--- src/rtl/alu_iterative_muldiv.sv ---
// Execute-stage integer ALU with RISC-V M-extension multiply/divide.
//
// Purpose:
//   Single-cycle RV32I ALU operations (registered, 1-cycle latency) plus
//   iterative shift-add multiply and restoring divide (XLEN+1 cycle latency).
//   The result is held in DONE until the consumer accepts it. A new request
//   can be accepted on the same edge that the held result is consumed.
//
// Ports:
//   clk, rst_n       clock, asynchronous active-low reset
//   flush            synchronous abort of any in-flight or held operation
//   in_valid/ready   request handshake (op, a, b captured on accept)
//   op               5-bit operation code
//   a, b             operands (rs1, rs2/immediate)
//   out_valid/ready  result handshake
//   result, zero     registered result and its zero flag
module alu_iterative_muldiv #(
  parameter int XLEN = 32,
  parameter int SHW  = $clog2(XLEN)
) (
  input  logic            clk,
  input  logic            rst_n,
  input  logic            flush,
  input  logic            in_valid,
  output logic            in_ready,
  input  logic [4:0]      op,
  input  logic [XLEN-1:0] a,
  input  logic [XLEN-1:0] b,
  output logic            out_valid,
  input  logic            out_ready,
  output logic [XLEN-1:0] result,
  output logic            zero
);

  localparam logic [4:0] OP_ADD = 5'd0,  OP_SUB = 5'd1,  OP_XOR = 5'd2,  OP_OR = 5'd3;
  localparam logic [4:0] OP_AND = 5'd4,  OP_SLL = 5'd5,  OP_SRL = 5'd6,  OP_SRA = 5'd7;
  localparam logic [4:0] OP_SLT = 5'd8,  OP_SLTU = 5'd9, OP_LUI = 5'd10;
  localparam logic [4:0] OP_MUL = 5'd16, OP_MULH = 5'd17, OP_MULHSU = 5'd18, OP_MULHU = 5'd19;
  localparam logic [4:0] OP_DIV = 5'd20, OP_DIVU = 5'd21, OP_REM = 5'd22,    OP_REMU = 5'd23;

  localparam logic [XLEN-1:0] MOST_NEG = {1'b1, {(XLEN-1){1'b0}}};

  typedef enum logic [1:0] {IDLE, MUL, DIV, DONE} state_t;

  state_t              state_q, state_n;
  logic [4:0]          op_q;
  logic                neg_q;     // sign to apply to the final magnitude
  logic [XLEN-1:0]     m_q;       // multiplicand (mul) or divisor (div) magnitude
  logic [2*XLEN-1:0]   p_q;       // mul: {partial sum, multiplier}; div: {remainder, quotient}
  logic [SHW-1:0]      cnt_q;
  logic [XLEN-1:0]     result_q;

  logic                accept, iterate, last_iter;
  logic                is_mul, is_div, a_sgn, b_sgn, neg, div_zero, div_ovf;
  logic [XLEN-1:0]     a_mag, b_mag, imm_res, fin_res;
  logic [SHW-1:0]      shamt;
  logic [2*XLEN-1:0]   p_step, prod;
  logic [XLEN:0]       sum, trial;

  // Request decode: operand magnitudes, final sign, special cases, ALU result.
  always_comb begin
    // NOTE: every variable gets a default first so no path leaves it unassigned (no latch).
    is_mul   = op inside {OP_MUL, OP_MULH, OP_MULHSU, OP_MULHU};
    is_div   = op inside {OP_DIV, OP_DIVU, OP_REM, OP_REMU};
    a_sgn    = 1'b0;
    b_sgn    = 1'b0;
    shamt    = b[SHW-1:0];
    imm_res  = '0;
    case (op)
      OP_MULH:        begin a_sgn = a[XLEN-1]; b_sgn = b[XLEN-1]; end
      OP_MULHSU:      a_sgn = a[XLEN-1];
      OP_DIV, OP_REM: begin a_sgn = a[XLEN-1]; b_sgn = b[XLEN-1]; end
      default: ;
    endcase
    a_mag    = a_sgn ? -a : a;
    b_mag    = b_sgn ? -b : b;
    // Remainder follows the dividend; products and quotients follow a ^ b.
    neg      = (op == OP_REM) ? a_sgn : (a_sgn ^ b_sgn);
    div_zero = is_div && (b == '0);
    div_ovf  = (op == OP_DIV || op == OP_REM) && (a == MOST_NEG) && (b == '1);
    iterate  = is_mul || (is_div && !div_zero && !div_ovf);

    case (op)
      OP_ADD:  imm_res = a + b;
      OP_SUB:  imm_res = a - b;
      OP_XOR:  imm_res = a ^ b;
      OP_OR:   imm_res = a | b;
      OP_AND:  imm_res = a & b;
      OP_SLL:  imm_res = a << shamt;
      OP_SRL:  imm_res = a >> shamt;
      OP_SRA:  imm_res = $unsigned($signed(a) >>> shamt);
      OP_SLT:  imm_res = {{(XLEN-1){1'b0}}, $signed(a) < $signed(b)};
      OP_SLTU: imm_res = {{(XLEN-1){1'b0}}, a < b};
      OP_LUI:  imm_res = b;
      default: imm_res = '0;
    endcase
    if (div_zero)
      imm_res = (op == OP_DIV || op == OP_DIVU) ? '1 : a;
    else if (div_ovf)
      imm_res = (op == OP_DIV) ? a : '0;
  end

  // One iteration step: shift-add for MUL, restoring subtract for DIV.
  always_comb begin
    sum   = {1'b0, p_q[2*XLEN-1:XLEN]} + (p_q[0] ? {1'b0, m_q} : {(XLEN+1){1'b0}});
    trial = {p_q[2*XLEN-1:XLEN], p_q[XLEN-1]} - {1'b0, m_q};
    if (state_q == MUL)
      p_step = {sum, p_q[XLEN-1:1]};
    else if (!trial[XLEN])
      p_step = {trial[XLEN-1:0], p_q[XLEN-2:0], 1'b1};
    else
      p_step = {p_q[2*XLEN-2:0], 1'b0};

    // Sign is applied to the magnitude produced by the last step.
    prod = neg_q ? -p_step : p_step;
    case (op_q)
      OP_MUL:                     fin_res = prod[XLEN-1:0];
      OP_MULH, OP_MULHSU, OP_MULHU: fin_res = prod[2*XLEN-1:XLEN];
      OP_DIV, OP_DIVU:            fin_res = neg_q ? -p_step[XLEN-1:0] : p_step[XLEN-1:0];
      default:                    fin_res = neg_q ? -p_step[2*XLEN-1:XLEN] : p_step[2*XLEN-1:XLEN];
    endcase
  end

  assign last_iter = &cnt_q;

  // Next state. flush overrides everything, including an accept on the same edge.
  always_comb begin
    state_n = state_q;
    accept  = 1'b0;
    case (state_q)
      IDLE:     accept = in_valid;
      MUL, DIV: if (last_iter) state_n = DONE;
      DONE:     if (out_ready) begin
                  accept  = in_valid;
                  state_n = IDLE;
                end
      default:  state_n = IDLE;
    endcase
    if (accept)
      state_n = !iterate ? DONE : (is_mul ? MUL : DIV);
    if (flush) begin
      state_n = IDLE;
      accept  = 1'b0;
    end
  end

  // NOTE: sequential state uses non-blocking assignments only, so every register
  // samples pre-edge values regardless of statement order.
  always_ff @(posedge clk or negedge rst_n) begin
    // NOTE: the datapath registers are reset as well; they are few and it keeps
    // the reset value of result well defined.
    if (!rst_n) begin
      state_q  <= IDLE;
      op_q     <= '0;
      neg_q    <= 1'b0;
      m_q      <= '0;
      p_q      <= '0;
      cnt_q    <= '0;
      result_q <= '0;
    end else begin
      state_q <= state_n;
      if (accept) begin
        op_q  <= op;
        neg_q <= neg;
        m_q   <= is_mul ? a_mag : b_mag;
        p_q   <= {{XLEN{1'b0}}, (is_mul ? b_mag : a_mag)};
        cnt_q <= '0;
        if (!iterate)
          result_q <= imm_res;
      end else if ((state_q == MUL || state_q == DIV) && !flush) begin
        p_q   <= p_step;
        cnt_q <= cnt_q + 1'b1;
        if (last_iter)
          result_q <= fin_res;
      end
    end
  end

  assign in_ready  = (state_q == IDLE) || ((state_q == DONE) && out_ready);
  assign out_valid = (state_q == DONE);
  assign result    = result_q;
  assign zero      = (result_q == '0);

endmodule

--- config.mk ---
export PLATFORM = sky130hd
export DESIGN_NAME = alu_iterative_muldiv
export DESIGN_NICKNAME = d
export VERILOG_FILES = /design/src/rtl/alu_iterative_muldiv.sv
export SDC_FILE = /design/constraint.sdc
export NUM_CORES = 1
export LEC_CHECK = 0
export CELL_PAD_IN_SITES_DETAIL_PLACEMENT = 1
export CELL_PAD_IN_SITES_GLOBAL_PLACEMENT = 2
export CORE_MARGIN = 5
export CORE_UTILIZATION = 42
export CTS_CLUSTER_DIAMETER = 150
export DETAILED_ROUTE_END_ITERATION = 10
export DONT_BUFFER_PORTS = 1
export GPL_TIMING_DRIVEN = 0
export PLACE_DENSITY = 0.94
export SYNTH_ARGS = -nofsm -noshare
export SYNTH_HDL_FRONTEND = slang
export SYNTH_SLANG_ARGS = --single-unit
--- constraint.sdc ---
create_clock -name clk -period 14.1 [get_ports clk]
set_clock_uncertainty 0.15 [all_clocks]
set_input_delay 1.41 -clock clk [delete_from_list [all_inputs] [get_ports clk]]
set_output_delay 1.41 -clock clk [all_outputs]
set_load 0.03 [all_outputs]
==> impl_metrics.tcl, run 1 <==
set metrics [dict create \
    drv_slew 18 \
    worstPathMaxFanout 11 \
    fillerInstances 7670 \
    power_density_nw_per_um2 236.8 \
    leakage_nw 10.33 \
    drcViolationCount 0 \
    die_w_um 253.1 \
    seqPwrFrac_pct 14.4 \
    final_cell_count_no_fill 4321 \
    grt_max_degree 142 \
    setup_tns_ps 0 \
    fin_crit_sh_pct 66.97 \
    clockRootBuffer "clkbuf_16" \
    dp_cells 4283 \
    h-tree-depth 4 \
    port_buffers 0 \
    clockBufferDepth 2 \
    min_path_cells 2 \
    max-vdd-ir-drop_mv 0.1787 \
    cpPeakStageDelay_ps 1180 \
    clockPowerShare_pct 7.7 \
    drt_first_pass_iters 6 \
    status "complete, but fails checks" \
    postCtsSetupBuffers 0 \
    core_um2 58800 \
    dpl_cell_area_um2 25820 \
    gp_congestion 1.109 \
    dp_hpwl_um 132700 \
    place_ws_ps 4907 \
    cts_resized 0 \
    route.top_layer_used "met5" \
    clock_latency_ps 480 \
    dr_wl_met2_um 70150 \
    hold_start "op_q[3]$_DFFE_PN0P_" \
    ys_types 103 \
    grt_pass1_wl_um 230500 \
    relSlewSlack_pct -10.54 \
    fp.dieH_um 253.1 \
    vias 31660 \
    p_int_mw 2.250 \
    drt_iter0_markers 4058 \
    synth_edf_count 0 \
    clkTransAtPathRegs_ps 80 \
    rsz0062_at_grt "false" \
    synth_nets 3755 \
    num_rows 89 \
    crit_required_ps 14300 \
    grt_antenna_before_repair 6 \
    vias_per_cell 7.327 \
    cp-end-kind "register" \
    yosysWarnings 0 \
    async_reset_ff_share_pct 100.0 \
    regArea_um2 3528 \
    power_mw 6.261 \
    cts.sinks 141 \
    wl_per_cell_um 38.20 \
    nNetsFinal 3778 \
    max_cap_viol_count 5 \
    netSwitchingFraction_pct 64.06 \
    ys.flop_type "dfrtp_1" \
    ys_ff_latch 141 \
    grt_pass1_vias 31072 \
    overflow 0 \
    postRouteAntennaNets 0 \
    critical_path_class "input pin to register" \
    postLayoutCellArea_um2 26440 \
    cp_cell_sequence "clkbuf_1 > inv_1 > clkbuf_1 > clkbuf_1 > buf_1 > ha_1 > clkbuf_1 > a21oi_1 > o21a_1 > nor4_1 > a2111oi_1 > clkdlybuf4s18_2 > o41ai_1 > o22a_1 > a21oi_1 > a2111oi_0 > nor2_1 > a221oi_1 > o21ai_0" \
    ys_seq_area_share_pct 14.22 \
    hold_path_class "register to register" \
    slowest_stage "o41ai_1" \
    fin_ws_ps 4657 \
    fmax_mhz 105.9 \
    wl_met3_um 16940 \
    cts_tree "done" \
    crit_path_start_kind "input pin" \
    worstMarginPinSlew_ps 1658 \
    arrival_ps 9640 \
    drt-total-wl_um 165000 \
    setup_viol 0 \
    crit_top_cell "clkbuf_1" \
    failed_checks "capacitance limit, slew limit" \
    area_growth_pct 6.565 \
    rrSetupSlack_ps 4750 \
    die_area_um2 64040 \
    fin_crit_ps 9443 \
    syn_inst 3506 \
    wl_met1_um 56690 \
    reg2reg_depth 24 \
    layout-drive-gt1-share_pct 5.421 \
    r2r-end "result[14]$_DFFE_PN0P_" \
    min_to "op_q[3]$_DFFE_PN0P_" \
    track_usage_pct 49.38 \
    hold_violations 0 \
    boundaryPins 109 \
    ctsHoldBuffers 0 \
    power_frac_comb_pct 77.9 \
    multi_input_area_um2 19660 \
    syn_area_per_cell_um2 7.078 \
    timing.rr.start "state_q[1]$_DFFE_PN0P_" \
    synth_area_um2 24820 \
    switchingPower_mw 4.011 \
    cts_inserted_buffers 17 \
    initial_core_util_pct 42.21 \
]
## power groups by stage
stage               logic (mW)  registers, mW  clock network (mW)
floorplan                 2.92          0.793                   0
global placement          4.52          0.887                   0
detailed placement        4.57          0.894                   0
CTS                       4.61          0.889               0.473
global route              5.01          0.912               0.487
finish                    4.88          0.902               0.481
## final cells by class
class | instances | share of cell area (%)
Antenna cell | 6 | 0.05678
Buffer | 270 | 3.984
Clock buffer | 17 | 1.609
Clock inverter | 15 | 0.6435
Inverter | 158 | 2.243
Multi-Input combinational cell | 2937 | 74.36
Sequential cell | 141 | 13.34
Tap cell | 773 | 3.657
Timing Repair Buffer | 4 | 0.1041
## kinds of logic (layout without fill, tap and decap cells)
kind of cell / Yosys count / in the layout / synth area share [%]
DFF: 141 / 141 / 14.22
buffers and inverters: 428 / 464 / 6.635
muxes: 153 / 153 / 8.768
and+or+nand+nor: 1190 / 1190 / 22.69
adders and majority gates: 175 / 175 / 8.945
other: 0 / 6 / 0
xor gates and xnor gates: 147 / 147 / 5.188
AOI/OAI and AO/OA: 1272 / 1272 / 33.56
## state kept, by name, summed over array words and instances, names as in the netlist
| signal | cells |
|---|---|
| cnt_q | 5 |
| m_q | 32 |
| neg_q | 1 |
| op_q | 5 |
| p_q | 64 |
| result | 32 |
| state_q | 2 |
## critical path, delay by kind of cell
kind                     cells  cell delay [ps]
AO/OA/AOI/OAI                9             3560
buffers and inverters        7             3370
AND/OR/NAND/NOR              2             1020
adder cells (fa/ha/maj)      1              250
## through the flow
step | hold WS [ps] | util, %
after floorplan | 300.6 | -
after CTS | 359.7 | 44.93
after global routing | 392.2 | 44.95
final | 362.9 | 44.98
after global placement | 321.1 | 43.85
after detailed placement | 341.3 | 43.92
## synth_stat cells (all sizes together) (16+ instances only)
master	number	area share, %
a2111oi	17	0.63
a211oi	63	2.0
a21o	52	1.6
a21oi	314	6.4
a221o	20	0.81
a221oi	30	1.1
a22o	25	0.88
a22oi	31	0.94
a31oi	52	1.3
and2	45	1.1
and3	29	0.75
buf	50	0.92
clkbuf	220	3.3
dfrtp	141	14
ha	171	8.6
inv	156	2.4
mux2	25	1.1
mux2i	79	3.2
mux4	49	4.4
nand2	352	5.3
nand2b	28	0.71
nand3	70	1.5
nand4	42	1.1
nor2	363	5.5
nor3	105	2.2
nor4	37	1.0
o211ai	75	2.3
o21a	17	0.51
o21ai	328	6.6
o21bai	26	0.79
o221ai	35	1.2
o22ai	17	0.43
o31ai	42	1.3
o41ai	16	0.63
or2	18	0.45
or3	23	0.58
xnor2	112	4.0
xor2	35	1.2
## cells in the final DEF, fill, tap and decap left out, types with 35 or more instances in the layout
| cell | synthesis | layout |
|---|---|---|
| nor2_1 | 361 | 361 |
| nand2_1 | 351 | 351 |
| o21ai_0 | 315 | 315 |
| a21oi_1 | 311 | 311 |
| clkbuf_1 | 220 | 220 |
| ha_1 | 171 | 171 |
| inv_1 | 155 | 155 |
| dfrtp_1 | 141 | 141 |
| xnor2_1 | 112 | 112 |
| nor3_1 | 103 | 101 |
| mux2i_1 | 79 | 79 |
| o211ai_1 | 74 | 74 |
| nand3_1 | 68 | 68 |
| a211oi_1 | 60 | 60 |
| a21o_1 | 52 | 52 |
| a31oi_1 | 52 | 52 |
| mux4_2 | 49 | 49 |
| and2_1 | 45 | 45 |
| nand4_1 | 42 | 42 |
| o31ai_1 | 42 | 42 |
| xor2_1 | 35 | 35 |
| o221ai_1 | 35 | 35 |
## layer usage
layer	track usage, %	vias to the layer above
met5	0	-
met4	48.94	2
met2	75.21	2318
met1	54.21	15360
li1	-	13112
met3	13.98	868
## how the worst max path moves through the flow
stage / start / endpoint / slack, ps / cells past startpoint
floorplan: b[3] / result[24]$_DFFE_PN0P_ / 8070 / 19
global placement: b[3] / result[20]$_DFFE_PN0P_ / 4750 / 18
detailed placement: b[3] / result[20]$_DFFE_PN0P_ / 4910 / 19
CTS: b[3] / result[20]$_DFFE_PN0P_ / 5380 / 19
global route: b[3] / result[20]$_DFFE_PN0P_ / 4680 / 19
finish: b[3] / result[20]$_DFFE_PN0P_ / 4660 / 19
Power figures use the tool's default switching activity.
==> run 2: changes to the inputs <==
--- a/config.mk
+++ b/config.mk
@@ -8,12 +8,12 @@
 export CELL_PAD_IN_SITES_DETAIL_PLACEMENT = 1
 export CELL_PAD_IN_SITES_GLOBAL_PLACEMENT = 2
 export CORE_MARGIN = 5
-export CORE_UTILIZATION = 42
+export CORE_UTILIZATION = 39
 export CTS_CLUSTER_DIAMETER = 150
 export DETAILED_ROUTE_END_ITERATION = 10
 export DONT_BUFFER_PORTS = 1
 export GPL_TIMING_DRIVEN = 0
-export PLACE_DENSITY = 0.94
+export PLACE_DENSITY = 0.89
 export SYNTH_ARGS = -nofsm -noshare
 export SYNTH_HDL_FRONTEND = slang
 export SYNTH_SLANG_ARGS = --single-unit
==> constraint.sdc (replaced) <==
create_clock -name clk -period 9 [get_ports clk]
set_clock_uncertainty 0.15 [all_clocks]
set_input_delay 0.9 -clock clk [delete_from_list [all_inputs] [get_ports clk]]
set_output_delay 0.9 -clock clk [all_outputs]
set_load 0.03 [all_outputs]
==> run 2 against run 1 <==
Net effect:
- the flow finishes with violations (capacitance limit, slew limit, setup timing)
- routed wire length up 5.3%
- cell area is 0.77% higher
- first-iteration DRC count grew 3.5%
- sequential power is 59% higher
- worst setup slack got worse by 4700 ps
- highest routed layer unchanged
- final cell count rose by 1.9%
- die area is 7.4% higher
==> impl_metrics.tcl, run 2 (synthesized netlist as in run 1, its figures left out) <==
set metrics [dict create \
    status "complete, but fails checks" \
    failed_checks "capacitance limit, slew limit, setup timing" \
    final_common_cell "nor2_1" \
    drt_first_pass_iters 8 \
    cts.sinks 141 \
    drt_iter0_markers 4200 \
    layout-drive-gt1-share_pct 5.410 \
    fin_crit_ps 9092 \
    hold_path_class "input pin to asynchronous set/reset pin" \
    relSlewSlack_pct -5.754 \
    mostFrequentLayoutCells "nor2_1, nand2_1, o21ai_0" \
    core_um2 63080 \
    die_w_um 262.2 \
    fin_crit_sh_pct 101.0 \
    drcViolationCount 0 \
    area_growth_pct 7.387 \
    regMostFlops "p_q" \
    multi_input_area_um2 19660 \
    power_density_nw_per_um2 367.4 \
    regArea_um2 3528 \
    worstPathMaxFanout 10 \
    dp_hpwl_um 137500 \
    grt_antenna_before_repair 12 \
    vias_per_cell 7.248 \
    leakage_nw 10.38 \
    port_buffers 0 \
    drt-total-wl_um 173800 \
    vias 31899 \
    drv_slew 8 \
    max_cap_viol_count 2 \
    cpPeakStageDelay_ps 750 \
    nNetsFinal 3786 \
    cts_inserted_buffers 17 \
    wl_per_cell_um 39.50 \
    rsz0062_at_grt "false" \
    utilization_pct 42.24 \
    h-tree-depth 4 \
    initial_core_util_pct 39.34 \
    arrival_ps 9250 \
    fin_ws_ps -92.48 \
    largest_reg_flops 64 \
    clockBufferDepth 2 \
    clock_latency_ps 460 \
    cts_resized 0 \
    grt_pass1_wl_um 239200 \
    num_rows 92 \
    crit_path_start_kind "register" \
    cp-end-kind "register" \
    setup_viol 1 \
    critical_path_class "register to register" \
    setup_tns_ps -92.48 \
    clockRootBuffer "clkbuf_16" \
    grt_pass1_vias 30957 \
    crit_required_ps 9160 \
    fillerInstances 8190 \
    fp.dieH_um 262.2 \
    max-vdd-ir-drop_mv 0.2196 \
    boundaryPins 109 \
    slowest_stage "clkbuf_1" \
    fmax_mhz 110.0 \
    postRouteAntennaNets 0 \
    cts_tree "done" \
    clkTransAtPathRegs_ps 70 \
    worstMarginPinSlew_ps 1574 \
    cp_cell_sequence "inv_1 > ha_1 > buf_2 > buf_1 > clkbuf_1 > buf_2 > buf_2 > buf_1 > clkbuf_1 > buf_1 > a21oi_1 > ha_1 > nand3_1 > nor4_1 > and2_1 > nand2_1 > or2_2 > clkbuf_1 > nand2_1 > nand3b_1 > nand2_1 > xnor2_1 > a21oi_1 > mux2i_1" \
    die_area_um2 68770 \
    grt_max_degree 35 \
    gp_congestion 1.103 \
    hold_violations 0 \
    overflow 0 \
    track_usage_pct 47.48 \
]
## run 2: where the power goes
group | switching (mW) | internal [mW]
clock | 0.326 | 0.431
sequential | 0.518 | 0.911
combinational | 5.35 | 2.26
total | 6.19 | 3.60
## run 2: layout make-up
class	instances	share of cell area (%)
Timing Repair Buffer	12	0.5634
Sequential cell	141	13.24
Tap cell	846	3.972
Buffer	270	3.953
Inverter	158	2.226
Clock buffer	23	1.794
Clock inverter	8	0.4038
Multi-Input combinational cell	2937	73.79
Antenna cell	6	0.05634
## run 2: through the flow
stage,power [mW],setup slack [ps],std cells,instance area [um^2],hold slack [ps]
global route,10.05,39.07,4395,26630,113.8
finish,9.792,-92.48,4401,26650,109.1
CTS,9.410,294.3,4394,26620,103.4
global placement,8.496,-1910,4352,25870,320.1
floorplan,5.810,3480,3506,24820,300.6
detailed placement,8.598,342.9,4355,25910,330.1
## run 2: path summary, 6_finish.rpt
path                                        start                endpoint  slack (ps)  cells past startpoint
max                        state_q[1]$_DFFE_PN0P_  result[14]$_DFFE_PN0P_         -90                     24
min                                         rst_n  result[20]$_DFFE_PN0P_         110                      1
max reg2reg                state_q[1]$_DFFE_PN0P_  result[14]$_DFFE_PN0P_         -90                     24
min reg2reg                   op_q[3]$_DFFE_PN0P_     op_q[3]$_DFFE_PN0P_         350                      2
max in group asynchronous                   rst_n     m_q[26]$_DFFE_PN0P_        7080                      1
min in group clk              op_q[3]$_DFFE_PN0P_     op_q[3]$_DFFE_PN0P_         350                      2
## run 2: layer usage
| layer | GRT usage (%) | vias to the layer above | share of wire (%) |
|---|---|---|---|
| met2 | 73.57 | 2243 | 43 |
| met3 | 11.24 | 788 | 10 |
| met4 | 40.50 | 6 | 11 |
| met5 | 0 | - | 0.020 |
| li1 | - | 13126 | - |
| met1 | 55.17 | 15736 | 36 |
## run 2: critical path, delay by kind of cell (launching register included)
family / cells / cell delay [ps]
multiplexers: 1 / 140
AO/OA/AOI/OAI: 2 / 790
flip-flops: 1 / 400
XOR/XNOR: 1 / 160
AND/OR/NAND/NOR: 8 / 1350
adder cells (fa/ha/maj): 2 / 650
buffers and inverters: 10 / 5280
## run 2: timing repair
item	in CTS	in global routing
setup buffers	0	0
hold endpoints to repair	30	0
hold buffers	8	0
